[src/rtl/data_arrays_0_init_ctrl_if.sv]
// rtl/data_arrays_0_init_ctrl_if.sv - D-Cache request/response bus between the cache and the RAM init controller
interface data_arrays_0_init_ctrl_if #(
    parameter int ADDR_W = 10,
    parameter int DATA_W = 32,
    parameter int MASK_W = 4
);
    logic              req_valid;
    logic              req_ready;
    logic [ADDR_W-1:0] req_addr;
    logic              req_wmode;
    logic [DATA_W-1:0] req_wdata;
    logic [MASK_W-1:0] req_wmask;
    logic              resp_valid;
    logic [DATA_W-1:0] resp_data;

    modport master (
        output req_valid, req_addr, req_wmode, req_wdata, req_wmask,
        input  req_ready, resp_valid, resp_data
    );

    modport slave (
        input  req_valid, req_addr, req_wmode, req_wdata, req_wmask,
        output req_ready, resp_valid, resp_data
    );
endinterface

[src/rtl/data_arrays_0_init_ctrl.sv]
// rtl/data_arrays_0_init_ctrl.sv - sweeps the D-Cache data RAM to a known value, then passes cache requests through
module data_arrays_0_init_ctrl #(
    parameter int ADDR_W = 10,
    parameter int DATA_W = 32,
    parameter int MASK_W = 4,
    parameter logic [DATA_W-1:0] INIT_VALUE = '0
) (
    input  logic              clock,
    input  logic              reset,
    input  logic              init_req,
    output logic              init_busy,
    output logic              init_done,
    data_arrays_0_init_ctrl_if.slave req,
    output logic              RW0_clk,
    output logic              RW0_en,
    output logic              RW0_wmode,
    output logic [ADDR_W-1:0] RW0_addr,
    output logic [DATA_W-1:0] RW0_wdata,
    output logic [MASK_W-1:0] RW0_wmask,
    input  logic [DATA_W-1:0] RW0_rdata
);
    localparam logic [1:0] ST_START = 2'd0;
    localparam logic [1:0] ST_INIT  = 2'd1;
    localparam logic [1:0] ST_RUN   = 2'd2;
    localparam logic [ADDR_W-1:0] LAST_ADDR = '1;

    logic [1:0]        state;
    logic [ADDR_W-1:0] cnt;
    logic              rd_pend;
    logic [DATA_W-1:0] hold;
    logic              accept_rd;

    assign RW0_clk   = clock;
    assign accept_rd = (state == ST_RUN) && req.req_valid && !req.req_wmode;

    always_ff @(posedge clock or posedge reset) begin
        if (reset) begin
            state     <= ST_START;
            cnt       <= '0;
            rd_pend   <= 1'b0;
            hold      <= '0;
            init_done <= 1'b0;
        end else begin
            init_done <= 1'b0;
            rd_pend   <= accept_rd;
            if (rd_pend) begin
                hold <= RW0_rdata;
            end
            case (state)
                ST_START: begin
                    state <= ST_INIT;
                    cnt   <= '0;
                end
                ST_INIT: begin
                    // Last word detected by compare so the counter never relies on wrap.
                    if (cnt == LAST_ADDR) begin
                        state     <= ST_RUN;
                        cnt       <= '0;
                        init_done <= 1'b1;
                    end else begin
                        cnt <= cnt + 1'b1;
                    end
                end
                ST_RUN: begin
                    if (init_req) begin
                        state <= ST_INIT;
                        cnt   <= '0;
                    end
                end
                default: begin
                    state <= ST_START;
                    cnt   <= '0;
                end
            endcase
        end
    end

    // Single mux onto the RAM port: the sweep owns it in INIT, the cache in RUN.
    always_comb begin
        RW0_en    = 1'b0;
        RW0_wmode = 1'b0;
        RW0_addr  = '0;
        RW0_wdata = '0;
        RW0_wmask = '0;
        case (state)
            ST_INIT: begin
                RW0_en    = 1'b1;
                RW0_wmode = 1'b1;
                RW0_addr  = cnt;
                RW0_wdata = INIT_VALUE;
                RW0_wmask = '1;
            end
            ST_RUN: begin
                RW0_en    = req.req_valid;
                RW0_wmode = req.req_wmode;
                RW0_addr  = req.req_addr;
                RW0_wdata = req.req_wdata;
                RW0_wmask = req.req_wmask;
            end
            default: begin
                RW0_en = 1'b0;
            end
        endcase
    end

    assign init_busy      = (state != ST_RUN);
    assign req.req_ready  = (state == ST_RUN);
    assign req.resp_valid = rd_pend;
    assign req.resp_data  = rd_pend ? RW0_rdata : hold;
endmodule

[src/flat_wrapper.sv]
// flat-port wrapper written by rule: the top's interface ports become plain ports
module data_arrays_0_init_ctrl_flat 
#(
    parameter int ADDR_W = 10,
    parameter int DATA_W = 32,
    parameter int MASK_W = 4,
    parameter logic [DATA_W-1:0] INIT_VALUE = '0
)
  (clock, reset, init_req, init_busy, init_done, RW0_clk, RW0_en, RW0_wmode, RW0_addr, RW0_wdata, RW0_wmask, RW0_rdata, req_req_valid, req_req_addr, req_req_wmode, req_req_wdata, req_req_wmask, req_req_ready, req_resp_valid, req_resp_data);
  data_arrays_0_init_ctrl_if #(.ADDR_W(ADDR_W), .DATA_W(DATA_W), .MASK_W(MASK_W)) req_i ();
  input  logic clock;
  input  logic reset;
  input  logic init_req;
  output logic init_busy;
  output logic init_done;
  output logic RW0_clk;
  output logic RW0_en;
  output logic RW0_wmode;
  output logic [ADDR_W-1:0] RW0_addr;
  output logic [DATA_W-1:0] RW0_wdata;
  output logic [MASK_W-1:0] RW0_wmask;
  input  logic [DATA_W-1:0] RW0_rdata;
  input wire logic [$bits(req_i.req_valid)-1:0] req_req_valid;
  input wire logic [$bits(req_i.req_addr)-1:0] req_req_addr;
  input wire logic [$bits(req_i.req_wmode)-1:0] req_req_wmode;
  input wire logic [$bits(req_i.req_wdata)-1:0] req_req_wdata;
  input wire logic [$bits(req_i.req_wmask)-1:0] req_req_wmask;
  output wire logic [$bits(req_i.req_ready)-1:0] req_req_ready;
  output wire logic [$bits(req_i.resp_valid)-1:0] req_resp_valid;
  output wire logic [$bits(req_i.resp_data)-1:0] req_resp_data;
  assign req_i.req_valid = req_req_valid;
  assign req_i.req_addr = req_req_addr;
  assign req_i.req_wmode = req_req_wmode;
  assign req_i.req_wdata = req_req_wdata;
  assign req_i.req_wmask = req_req_wmask;
  assign req_req_ready = req_i.req_ready;
  assign req_resp_valid = req_i.resp_valid;
  assign req_resp_data = req_i.resp_data;
  data_arrays_0_init_ctrl #(.ADDR_W(ADDR_W), .DATA_W(DATA_W), .MASK_W(MASK_W), .INIT_VALUE(INIT_VALUE)) u_core (.clock(clock), .reset(reset), .init_req(init_req), .init_busy(init_busy), .init_done(init_done), .req(req_i), .RW0_clk(RW0_clk), .RW0_en(RW0_en), .RW0_wmode(RW0_wmode), .RW0_addr(RW0_addr), .RW0_wdata(RW0_wdata), .RW0_wmask(RW0_wmask), .RW0_rdata(RW0_rdata));
endmodule
[config.mk]
export PLATFORM = sky130hd
export DESIGN_NAME = data_arrays_0_init_ctrl_flat
export DESIGN_NICKNAME = d
export VERILOG_FILES = /design/src/rtl/data_arrays_0_init_ctrl_if.sv /design/src/rtl/data_arrays_0_init_ctrl.sv /design/src/flat_wrapper.sv
export SDC_FILE = /design/constraint.sdc
export NUM_CORES = 1
export LEC_CHECK = 0
export CORE_UTILIZATION = 38
export CTS_CLUSTER_SIZE = 28
export DETAILED_ROUTE_END_ITERATION = 10
export PLACE_DENSITY = 0.95
export RECOVER_POWER = 50
export SYNTH_ARGS = -nofsm -noshare
export SYNTH_HDL_FRONTEND = slang
export SYNTH_SLANG_ARGS = --single-unit
[constraint.sdc]
create_clock -name clock -period 4.2 [get_ports clock]
set_input_delay 0.63 -clock clock [delete_from_list [all_inputs] [get_ports clock]]
set_output_delay 0.63 -clock clock [all_outputs]
set_load 0.01 [all_outputs]
==> impl_metrics.prom <==
# TYPE chip_impl_metric gauge
chip_impl_metric{name="globalRouteOverflowTotal",unit=""} 0
chip_impl_info{name="worstSetupEndpointType",value="output pin"} 1
chip_impl_metric{name="clock.fmax",unit="MHz"} 283
chip_impl_info{name="netlist_top_cells_area",value="dfrtp_1 (48%), mux2_2 (14%), and2_1 (8.6%)"} 1
chip_impl_metric{name="yosysTopAreaCellShare",unit="%"} 48.0
chip_impl_metric{name="final.period_utilization",unit="%"} 84.2
chip_impl_metric{name="max_ir_drop_vdd",unit="mV"} 0.268
chip_impl_metric{name="grt_antenna_before_repair",unit=""} 0
chip_impl_metric{name="fill_cells",unit=""} 427
chip_impl_metric{name="min_hold_slack",unit="ps"} 486
chip_impl_metric{name="place_congestion",unit=""} 0.782
chip_impl_metric{name="antenna_violating_nets_post_route",unit=""} 0
chip_impl_metric{name="hold_buffers",unit=""} 0
chip_impl_metric{name="relSlewSlack",unit="%"} -15.8
chip_impl_metric{name="tightestPinTransition",unit="ps"} 1740
chip_impl_metric{name="routed_wl",unit="um"} 6800
chip_impl_metric{name="seqCellArea",unit="sq mm"} 0.00115
chip_impl_info{name="critical_path.reg2reg.startpoint",value="u_core.state[0]"} 1
chip_impl_metric{name="cts.repair_timing.setup_buffer_count",unit=""} 0
chip_impl_info{name="hold_path.startpoint",value="u_core.hold[31]"} 1
chip_impl_metric{name="syn_to_final_growth",unit="%"} 78.1
chip_impl_metric{name="setup-violations-final",unit=""} 0
chip_impl_metric{name="synthArstFlopShare",unit="%"} 100
chip_impl_info{name="tritoncts",value="yes"} 1
chip_impl_metric{name="power_density",unit="mW/mm^2"} 239
chip_impl_metric{name="finish.utilization",unit="%"} 71.3
chip_impl_metric{name="post_cts.resized_instances",unit=""} 0
chip_impl_metric{name="final_net_count",unit=""} 472
chip_impl_metric{name="final_area",unit="sq mm"} 0.00427
chip_impl_info{name="crit_type",value="reg -> out"} 1
chip_impl_metric{name="synth_seq_area_share",unit="%"} 48.0
chip_impl_metric{name="wire_length_per_cell",unit="um"} 14.8
chip_impl_metric{name="synthesis.instances",unit=""} 218
chip_impl_info{name="critical_path.top_delay_family",value="buffers and inverters"} 1
chip_impl_metric{name="grt_pass1_wl",unit="um"} 10300
chip_impl_metric{name="setup-tns-final",unit="ps"} 0
chip_impl_metric{name="grt_usage",unit="%"} 20.3
chip_impl_metric{name="detailedRoute.firstPassIterationCount",unit=""} 4
chip_impl_metric{name="design.portCount",unit=""} 168
chip_impl_metric{name="dieArea",unit="sq mm"} 0.00663
chip_impl_info{name="crit_chain",value="clkbuf_1, mux2_2, clkdlybuf4s50_1"} 1
chip_impl_metric{name="initial_core_util",unit="%"} 40.0
chip_impl_metric{name="drt_iter0_drc",unit=""} 94
chip_impl_metric{name="worst_path_largest_cell_delay",unit="ps"} 1240
chip_impl_metric{name="vias_in_the_first_global_route",unit=""} 2313
chip_impl_metric{name="place.detailed.instances",unit=""} 448
chip_impl_metric{name="timing.critical_path.arrival",unit="ps"} 2910
chip_impl_metric{name="insertedDiodeCount",unit=""} 0
chip_impl_metric{name="floorplan.die.height",unit="um"} 81.4
chip_impl_metric{name="clock-skew-final",unit="ps"} 3.93
chip_impl_metric{name="crit_fanout",unit=""} 33
chip_impl_metric{name="multi_input_area",unit="sq mm"} 0.00114
chip_impl_info{name="failed_checks",value="capacitance limit, slew limit"} 1
chip_impl_metric{name="placed_area",unit="sq mm"} 0.00412
chip_impl_metric{name="final-instance-count-excl-fill",unit=""} 459
chip_impl_info{name="yosysMostFrequentCell",value="dfrtp_1"} 1
chip_impl_info{name="synth.top_cells.by_count",value="dfrtp_1 (46), and2_1 (33), mux2_2 (30)"} 1
chip_impl_metric{name="maxCapViolations",unit=""} 2
chip_impl_metric{name="post-route-drc-count",unit=""} 0
chip_impl_metric{name="mappedNetlistArea",unit="sq mm"} 0.00240
chip_impl_metric{name="detailed_place_hpwl",unit="um"} 5300
chip_impl_metric{name="num_rows",unit=""} 28
chip_impl_metric{name="yosys_warnings",unit=""} 0
chip_impl_info{name="unrepaired_setup_endpoints_after_global_routing",value="no"} 1
chip_impl_info{name="cpMaxStageDelayCell",value="clkbuf_1"} 1
chip_impl_metric{name="via_per_inst",unit=""} 4.92
chip_impl_metric{name="synth.net_count",unit=""} 307
chip_impl_metric{name="slew_violations",unit=""} 81
chip_impl_metric{name="power.leakage",unit="nW"} 1.90
chip_impl_metric{name="grt_start_max_net_pins",unit=""} 47
chip_impl_metric{name="synth.distinct_cells",unit=""} 30
chip_impl_info{name="synth_flop_cell",value="dfrtp_1"} 1
chip_impl_metric{name="period_needed",unit="ps"} 3540
chip_impl_info{name="setup.worst_path.start",value="u_core.req.resp_valid"} 1
chip_impl_metric{name="hold_viol",unit=""} 0
chip_impl_metric{name="critPathBufInv",unit=""} 2
chip_impl_metric{name="ys_ff_latch",unit=""} 46
chip_impl_metric{name="synth_area_per_cell",unit="sq um"} 11.0
chip_impl_info{name="worstSetupStartpointType",value="flip-flop"} 1
chip_impl_metric{name="place.port_buffers",unit=""} 167
chip_impl_metric{name="clock_latency",unit="ps"} 390
chip_impl_metric{name="share_of_layout_cells_above_drive_strength_1",unit="%"} 5.21
chip_impl_metric{name="clk_pin_slew_worst_paths",unit="ps"} 80
chip_impl_metric{name="vias",unit=""} 2259
chip_impl_metric{name="core-area",unit="sq mm"} 0.00599
chip_impl_info{name="post-synth-top-area-cell",value="dfrtp_1"} 1
chip_impl_metric{name="crit_required",unit="ps"} 3570
chip_impl_info{name="hold_path_class",value="reg -> reg"} 1
chip_impl_info{name="run_status",value="finished, violations left"} 1
chip_impl_metric{name="die-width",unit="um"} 81.4
chip_impl_metric{name="synth_enable_flop_cells",unit=""} 0
## registers in the layout, indices dropped and copies added, names as in the netlist
signal	flops
u_core.init_done	1
u_core.state	2
u_core.req.resp_valid	1
u_core.cnt	10
u_core.hold	32
## layout by cell type (no fill, tap or decap), types with 2 or more instances in the layout
| master | instances |
|---|---|
| mux2_2 | 6 |
| nor2b_1 | 16 |
| dlygate4sd3_1 | 2 |
| and4_1 | 2 |
| inv_1 | 5 |
| nand3_1 | 6 |
| nand4_1 | 4 |
| clkdlybuf4s50_1 | 165 |
| bufinv_16 | 2 |
| mux2_1 | 26 |
| a22oi_1 | 10 |
| nor2_1 | 9 |
| o21ai_0 | 7 |
| nand2_1 | 9 |
| dfrtp_1 | 46 |
| and2_1 | 33 |
| mux2i_1 | 2 |
| xor2_1 | 4 |
| clkbuf_8 | 9 |
| a21oi_1 | 6 |
| ha_1 | 6 |
## kinds of logic after synthesis
group / count (synthesis) / share of synthesized area [%]
XOR/XNOR: 4 / 1.46
multiplexers: 35 / 16.5
AO/OA/AOI/OAI: 27 / 7.77
adder cells (fa/ha/maj): 6 / 3.13
flip-flops: 46 / 48.0
AND/OR/NAND/NOR: 81 / 19.8
buffers and inverters: 19 / 3.39
## through the flow
| step | total power [W] | setup WS, ps |
|---|---|---|
| global route | 0.00106 | 452 |
| floorplan | 0.000478 | 1350 |
| detailed placement | 0.000562 | 1020 |
| finish | 0.00102 | 662 |
| CTS | 0.00103 | 770 |
| global placement | 0.000560 | 1020 |
## worst paths after layout
check	endpoint	slack (ps)	cells after the start
setup / recovery	req_resp_data[10]	660	3
hold / removal	u_core.hold[31]	490	1
setup reg to reg	u_core.state[1]	1600	6
hold reg to reg	u_core.hold[31]	490	1
max in group asynchronous	u_core.req.resp_valid	2010	2
min in group asynchronous	u_core.hold[27]	1210	2
## worst reg2reg max path: stages (launching register included)
cell	delay, ps
dfrtp_1	430
inv_1	100
ha_1	500
buf_4	380
nor2b_1	480
nor2_1	240
mux2_4	350
## final cells by class
class,instances,share of cell area [%]
clock buffer,10,3.13
clock inverter,2,1.41
inverter,5,0.439
multi-input combinational,153,26.7
sequential,46,26.9
tap,75,2.20
timing repair buffer,168,39.2
## power breakdown
part / total, W / switching, W / internal, W
registers: 0.000442 / 0 / 0.000442
logic: 0.0000853 / 0.0000194 / 0.0000660
clock network: 0.000495 / 0.000164 / 0.000330
## per-layer routing
metal  part of all wire [%]  global-route usage, %
met3                    9.8                   6.56
met5                      0                      0
met1                     36                   21.2
met2                     51                   37.6
met4                    2.6                   7.68
Note: power is estimated with default switching activity, not from simulation.
